## src/rtl/gb_fetch_pkg.sv

```systemverilog
// Shared types and constants for the opcode fetch front-end.
package gb_fetch_pkg;

    typedef enum logic [1:0] {
        ST_IDLE   = 2'd0,
        ST_FETCH  = 2'd1,
        ST_PREFIX = 2'd2,
        ST_HOLD   = 2'd3
    } fetch_state_t;

    // Byte that selects the extended (page-1) opcode table
    localparam logic [7:0] PREFIX_BYTE_DEF = 8'hCB;

    // {prefix_flag, byte} index into the microcode ROM
    localparam int unsigned OPCODE_W = 9;

    localparam logic [OPCODE_W-1:0] NOP_OPCODE = '0;

    // Unprefixed bytes with no defined instruction
    localparam int unsigned N_ILLEGAL = 11;
    localparam logic [N_ILLEGAL*8-1:0] ILLEGAL_OPS = {
        8'hD3, 8'hDB, 8'hDD, 8'hE3, 8'hE4, 8'hEB,
        8'hEC, 8'hED, 8'hF4, 8'hFC, 8'hFD
    };

endpackage

```

## src/rtl/opcode_fetch_mod_illegal_op_chk.sv

```systemverilog
// Combinational check: flags bytes that have no unprefixed instruction.
module illegal_op_chk
    import gb_fetch_pkg::*;
(
    input  logic [7:0] i_byte,
    output logic       o_illegal
);

    // Match the byte against every entry of the illegal list
    always_comb begin
        o_illegal = 1'b0;
        for (int unsigned i = 0; i < N_ILLEGAL; i++) begin
            if (ILLEGAL_OPS[i*8 +: 8] == i_byte) begin
                o_illegal = 1'b1;
            end
        end
    end

endmodule

```

## src/rtl/opcode_fetch_mod.sv

```systemverilog
// Opcode fetch front-end: reads instruction bytes, folds the prefix byte
// into a 9-bit microcode index and holds it under a valid/ready handshake.
// Optional illegal-opcode detection: define OPCODE_FETCH_ILLEGAL_EN.
module opcode_fetch_mod
    import gb_fetch_pkg::*;
#(
    parameter int unsigned ADDR_W      = 16,
    parameter logic [7:0]  PREFIX_BYTE = PREFIX_BYTE_DEF
) (
    input  logic                clk,
    input  logic                rst_n,
    input  logic                fetch_req,
    input  logic [ADDR_W-1:0]   pc,
    input  logic                flush,
    output logic                mem_rd_req,
    output logic [ADDR_W-1:0]   mem_addr,
    input  logic                mem_rd_ack,
    input  logic [7:0]          mem_rd_data,
    output logic                pc_inc,
    output logic [OPCODE_W-1:0] opcode,
    output logic                opcode_valid,
    input  logic                opcode_ready,
`ifdef OPCODE_FETCH_ILLEGAL_EN
    output logic                illegal_op,
`endif
    output logic                busy
);

    fetch_state_t        r_state;
    fetch_state_t        w_next_state;
    logic [ADDR_W-1:0]   r_fetch_addr;
    logic [OPCODE_W-1:0] r_opcode;
    logic                r_pc_inc;

    logic                w_reading;
    logic                w_take;
    logic                w_accept;
    logic                w_start;
    logic                w_is_prefix;
    logic                w_load_op;
    logic [OPCODE_W-1:0] w_fetch_op;
    logic [OPCODE_W-1:0] w_new_op;

    // A byte is consumed only while reading and not flushed the same cycle
    assign w_reading   = (r_state == ST_FETCH) || (r_state == ST_PREFIX);
    assign w_take      = w_reading && mem_rd_ack && !flush;
    assign w_accept    = (r_state == ST_HOLD) && opcode_ready;
    assign w_start     = !flush && fetch_req && ((r_state == ST_IDLE) || w_accept);
    assign w_is_prefix = (mem_rd_data == PREFIX_BYTE);
    // In PREFIX a second prefix byte is an ordinary page-1 index
    assign w_load_op   = w_take && ((r_state == ST_PREFIX) || !w_is_prefix);
    assign w_new_op    = (r_state == ST_PREFIX) ? {1'b1, mem_rd_data} : w_fetch_op;

`ifdef OPCODE_FETCH_ILLEGAL_EN
    logic w_illegal;
    logic r_illegal;

    illegal_op_chk u_illegal_op_chk (
        .i_byte    (mem_rd_data),
        .o_illegal (w_illegal)
    );

    assign w_fetch_op = w_illegal ? NOP_OPCODE : {1'b0, mem_rd_data};
    assign illegal_op = r_illegal;

    // Illegal flag rides along with the opcode until accepted or flushed
    always_ff @(posedge clk or negedge rst_n) begin
        if (!rst_n) begin
            r_illegal <= 1'b0;
        end else if (flush || w_accept) begin
            r_illegal <= 1'b0;
        end else if (w_load_op) begin
            r_illegal <= w_illegal && (r_state == ST_FETCH);
        end
    end
`else
    assign w_fetch_op = {1'b0, mem_rd_data};
`endif

    // State register
    always_ff @(posedge clk or negedge rst_n) begin
        if (!rst_n) begin
            r_state <= ST_IDLE;
        end else begin
            r_state <= w_next_state;
        end
    end

    // Next-state logic; flush overrides every other condition
    always_comb begin
        w_next_state = r_state;
        if (flush) begin
            w_next_state = ST_IDLE;
        end else begin
            case (r_state)
                ST_IDLE:   if (fetch_req) w_next_state = ST_FETCH;
                ST_FETCH:  if (mem_rd_ack) w_next_state = w_is_prefix ? ST_PREFIX : ST_HOLD;
                ST_PREFIX: if (mem_rd_ack) w_next_state = ST_HOLD;
                ST_HOLD:   if (opcode_ready) w_next_state = fetch_req ? ST_FETCH : ST_IDLE;
                default:   w_next_state = ST_IDLE;
            endcase
        end
    end

    // Outputs decoded from state plus the registered datapath
    always_comb begin
        mem_rd_req   = w_reading;
        opcode_valid = (r_state == ST_HOLD);
        busy         = (r_state != ST_IDLE);
        mem_addr     = r_fetch_addr;
        opcode       = r_opcode;
        pc_inc       = r_pc_inc;
    end

    // Fetch address, opcode latch and the pc_inc pulse
    always_ff @(posedge clk or negedge rst_n) begin
        if (!rst_n) begin
            r_fetch_addr <= '0;
            r_opcode     <= '0;
            r_pc_inc     <= 1'b0;
        end else begin
            r_pc_inc <= w_take;
            if (w_start) begin
                r_fetch_addr <= pc;
            end else if (w_take) begin
                r_fetch_addr <= r_fetch_addr + ADDR_W'(1);
            end
            if (w_load_op) begin
                r_opcode <= w_new_op;
            end
        end
    end

endmodule

```

## config.mk

```make
export PLATFORM = sky130hd
export DESIGN_NAME = opcode_fetch_mod
export DESIGN_NICKNAME = d
export VERILOG_FILES = /design/src/rtl/gb_fetch_pkg.sv /design/src/rtl/opcode_fetch_mod_illegal_op_chk.sv /design/src/rtl/opcode_fetch_mod.sv
export SDC_FILE = /design/constraint.sdc
export NUM_CORES = 1
export LEC_CHECK = 0
export BUFFER_PORTS_ARGS = -buffer_cell sky130_fd_sc_hd__buf_2
export CAP_MARGIN = 40
export CORE_UTILIZATION = 30
export CTS_CLUSTER_SIZE = 28
export DETAILED_ROUTE_END_ITERATION = 16
export HOLD_SLACK_MARGIN = 0.05
export PLACE_DENSITY = 0.52
export SYNTH_ARGS = -nofsm -noshare
export SYNTH_HDL_FRONTEND = slang
export SYNTH_HIERARCHICAL = 1
export SYNTH_SLANG_ARGS = --single-unit
```

## constraint.sdc

```tcl
create_clock -name clk -period 2.7 [get_ports clk]
set_input_delay 0.54 -clock clk [delete_from_list [all_inputs] [get_ports clk]]
set_output_delay 0.54 -clock clk [all_outputs]
set_load 0.005 [all_outputs]
```

# Word level (Yosys, flattened, before mapping)
# Cells that the tools add are included.
# word_totals
ff_bits,28
in_bits,30
out_inout_bits,29
wordCells,39
# op_classes
addsub,1
eq_ne,8
muxes,11
reduce_logical,15
# op_table
cell,n
$mux 16,2
$add 16x1->16 const B,1
$mux 2,5
$mux 9,1
$ne 3x3->1 const B,3
$eq 8x8->1 const B,1
$pmux 2 s4,1
$logic_and 1x1->1,6
$eq 2x2->1 const B,2
$reduce_and 4->1,1
$reduce_bool 2->1,2
$logic_or 1x1->1,3
$ne 3x2->1 const B,1
$eq 2x1->1 const B,1
$logic_not 1->1,2
$logic_not 2->1,1
$mux 1,2

# Depth between registers and ports, before layout
# depth
word_depth,6
ltp_mapped,7
ltp_nobuf,7

# Worst setup path after synthesis
# Ideal clock, no wire load.
# synth_timing
kind,reg-to-reg
startpoint,register r_state[0]
endpoint,"register r_fetch_addr[15], in the netlist mem_addr[15]"
setup_time_ns,0.069
arrival_time_ns,1.988
required_time_ns,2.631
slack_ns,0.643
path_stages_with_launch,7
n_path_buf,0
period_less_slack_ns,2.057
cell_sequence,dfrtp_1 > inv_1 > ha_1 > nand3b_4 > or4_4 > or4_1 > nand3_1
# synth_via
elab_chain_len,5
elab_cells_between_ends,12
classes_between,eq/ne: 3; mux: 1; reduce/logical: 8
# synth_lines
element,line,text
"start, declared",opcode_fetch_mod.sv:29,fetch_state_t r_state;
"start signal, assigned",opcode_fetch_mod.sv:85,r_state <= w_next_state;
$eq 2x1->1 / $eq 2x2->1 (equally long branches),opcode_fetch_mod.sv:45,assign w_reading = (r_state == ST_FETCH) || (r_state == ST_PREFIX);
$logic_or 1x1->1 (*),opcode_fetch_mod.sv:45,
via mem_rd_req,opcode_fetch_mod.sv:15,"output logic mem_rd_req,"
$logic_and 1x1->1 (*) (2 in series),opcode_fetch_mod.sv:46,assign w_take = w_reading && mem_rd_ack && !flush;
$reduce_bool 2->1 (no line) (*),--,
"end signal, assigned",opcode_fetch_mod.sv:124,r_fetch_addr <= pc;
"end signal, assigned",opcode_fetch_mod.sv:126,r_fetch_addr <= r_fetch_addr + ADDR_W'(1);
"end, declared",opcode_fetch_mod.sv:31,logic [ADDR_W-1:0] r_fetch_addr;
# The timed path passes the listed nets; every way through them passes the cells marked *.
# A chain may end at the register's enable or synchronous reset.

# Final worst setup path
# layout_timing
startpoint,register r_state[0]
endpoint,"register r_fetch_addr[15], in the netlist mem_addr[15]"
# layout_via
elab_chain_len,5
elab_cells_between_ends,12
classes_between,eq/ne: 3; mux: 1; reduce/logical: 8
# layout_lines
element,line,text
$eq 2x2->1 (tied with other cells),opcode_fetch_mod.sv:47,assign w_accept = (r_state == ST_HOLD) && opcode_ready;
$logic_and 1x1->1 / $logic_or 1x1->1 (equally long branches),"opcode_fetch_mod.sv:47, opcode_fetch_mod.sv:45",
$logic_or 1x1->1 / $logic_and 1x1->1 (equally long branches),"opcode_fetch_mod.sv:48, opcode_fetch_mod.sv:46",
"$logic_and 1x1->1, on equally long branches","opcode_fetch_mod.sv:48, opcode_fetch_mod.sv:46",
$mux 16 / $reduce_bool 2->1 (equally long branches),--,
# Parallel ways exist; a longest one is shown, timed or not.

==> results.toml <==
[status]
outcome = "complete, no violations"

[worst_setup_path]
crit_path_end_kind = "flip-flop"
r2r-start = "r_state[0]"
reg2reg_slack_ns = 0.52
critical_path.cell_chain = "inv_1 > ha_1 > nand3b_4 > or4_4 > or4_1 > nand3_1"
cp-startpoint = "r_state[0]"
critical_path_class = "reg -> reg"
arrival_ns = 2.39
cp-start-kind = "flip-flop"
max_stage_delay_ns = 0.55
cp_slowest_cell = "or4_4"
required_ns = 2.92
cp_max_fo = 8

[final_layout]
antenna_cells = 0
final_cell_mix = "buf_2 (58), dfrtp_1 (28), nand2_1 (21)"
fill_cells = 471
multiInputGateArea_um2 = 751
drive_above_1_share_pct = 38.3
final_common_cell = "buf_2"
nets = 242
final_cell_area_um2 = 1930
seqCellArea_um2 = 701
syn_to_final_growth_pct = 30.4

[die]
rows = 25
initial_utilization_pct = 31.3
ios = 59
die_area_um2 = 5220
core_um2 = 4720
dieWidth_um = 72.2
die_h_um = 72.2

[cts]
cts.path.max_buffers = 2
insertion_delay_ns = 0.27
cts.sinks = 28
ctsHoldBuffers = 0
cts_resized = 0
cts_root_buf = "clkbuf_8"
clkTransAtPathRegs_ns = 0.10
cts_tree = "done"
cts_buffers = 3
cts_setup_buffers = 0
htree_num_levels = 1

[power_and_ir_drop]
peakVddDrop_uv = 311
finalPower_mw = 1.91
power_density_nw_per_um2 = 988
total_leakage_power_nw = 0.873

[synth]
synth.mux.area_fraction_pct = 6.76
synthAdderAreaFrac_pct = 4.23
synth_flop_cell = "dfrtp_1"
synth_seq_cells = 28
synth_nets = 180
synth_xor_area_share_pct = 7.10
ys_types = 39
synth_compound_area_share_pct = 10.4
synth_top_family_by_area = "simple AND/OR/NAND/NOR gates"
synthSimpleGateAreaFrac_pct = 21.9
synth_top_area_share_pct = 47.3
async_flop_share_pct = 100
synth_area_um2 = 1480
yosysWarningCount = 6
synthCells = 145
synth_top_area_cell = "dfrtp_1"
avgSynthCellArea_um2 = 10.2
synth_edf_count = 0
synth_area_leaders = "dfrtp_1 (47%), mux2_2 (6.1%), nand2_1 (5.3%)"
ys_seq_area_share_pct = 47.3

[routing]
vias = 1255
wl_met3_um = 145
drcViolationCount = 0
highest-signal-layer = "met4"
route.met2.wl_um = 1550
wirelength_um = 3370
vias_per_cell = 4.60
wl_per_cell_um = 12.4
drtIter0Drc = 49
drt-met1-wl_um = 1640
dr.pass1.iters = 4
detail-route-antenna-nets = 0

[placed_design]
place_congestion = 0.837
portBuffers = 58
dpl_cell_area_um2 = 1860
dp_hpwl_um = 2610

[sta]
layout_min_cycle_time_ns = 2.18
hold_viol = 0
slew_headroom_pct = 57.8
maxSlewViolCount = 0
fin_skew_ns = 0.00409
setup_violations = 0
fmax_mhz = 459
worst_pin_slew_ns = 0.633
rsz0062_at_grt = "no"
setup-tns-final_ns = 0
period_share_pct = 80.7

[grt]
grt_pass1_vias = 1124
grt_pass1_wl_um = 5440
antenna_found_initial = 0
gr-total-overflow = 0
grt_use_total_pct = 13.4
grt_max_degree = 29

[flow_run]
maxCapViolCount = 0

[min_path]
hp-class = "in -> async"
## power breakdown
group	switching, mW	internal [mW]
logic	0.358	0.397
registers	0.203	0.618
clock network	0.134	0.199
## registers in the layout, indices dropped and copies added, names as in the netlist
name,count
mem_addr,16
opcode,9
pc_inc,1
r_state,2
## final timing paths
kind / endpoint / cells past startpoint
max: mem_addr[15] / 6
min: opcode[8] / 1
max reg2reg: mem_addr[15] / 6
min reg2reg: opcode[2] / 1
max in group asynchronous: mem_addr[9] / 1
min in group clk: mem_addr[0] / 3
## cell usage after synthesis, drive strengths merged, types with 2 or more instances
| master | n |
|---|---|
| nor4 | 4 |
| o21ai | 14 |
| mux2 | 8 |
| or4 | 3 |
| a211oi | 2 |
| a31oi | 3 |
| clkbuf | 2 |
| nand4 | 7 |
| nor3 | 3 |
| inv | 4 |
| xnor2 | 9 |
| ha | 5 |
| nand3 | 3 |
| xor2 | 3 |
| nor2 | 7 |
| nand2 | 21 |
| dfrtp | 28 |
## per-stage QoR
step / util, % / hold WS [ns] / instances / setup slack (ns)
detailed placement: 39.4 / 0.489 / 269 / 0.547
finish: 40.9 / 0.271 / 273 / 0.522
global placement: 39.4 / 0.484 / 269 / 0.593
global route: 40.9 / 0.323 / 273 / 0.393
floorplan: - / 0.244 / 145 / 0.643
CTS: 40.9 / 0.300 / 273 / 0.507
## kinds of logic (layout without fill, tap and decap cells)
| family | count (synthesis) | after routing |
|---|---|---|
| and+or+nand+nor | 58 | 58 |
| DFF | 28 | 28 |
| AOI/OAI and AO/OA | 25 | 25 |
| xor gates and xnor gates | 12 | 12 |
| muxes | 9 | 9 |
| buffers and inverters | 8 | 69 |
| adders and majority gates | 5 | 5 |
## per-layer routing
layer  up-vias  GRT usage [%]
met5         -              0
met4         0           4.58
met3         4           1.94
met2        28           21.0
met1       574           19.0
li1        649              -
## final cells by class
type / instances / area share, %
Multi-Input combinational cell: 109 / 38.9
Sequential cell: 28 / 36.3
Timing Repair Buffer: 60 / 15.8
Tap cell: 67 / 4.34
Clock buffer: 3 / 2.14
Clock inverter: 1 / 1.56
Inverter: 5 / 0.972
## worst max-delay path: cells and delay by family, from the launching register on
family                   cells  cell delay, ns
flip-flops                   1            0.39
AND/OR/NAND/NOR              4            1.27
adder cells (fa/ha/maj)      1            0.38
buffers and inverters        1            0.08
Note: power is estimated with default switching activity, not from simulation.
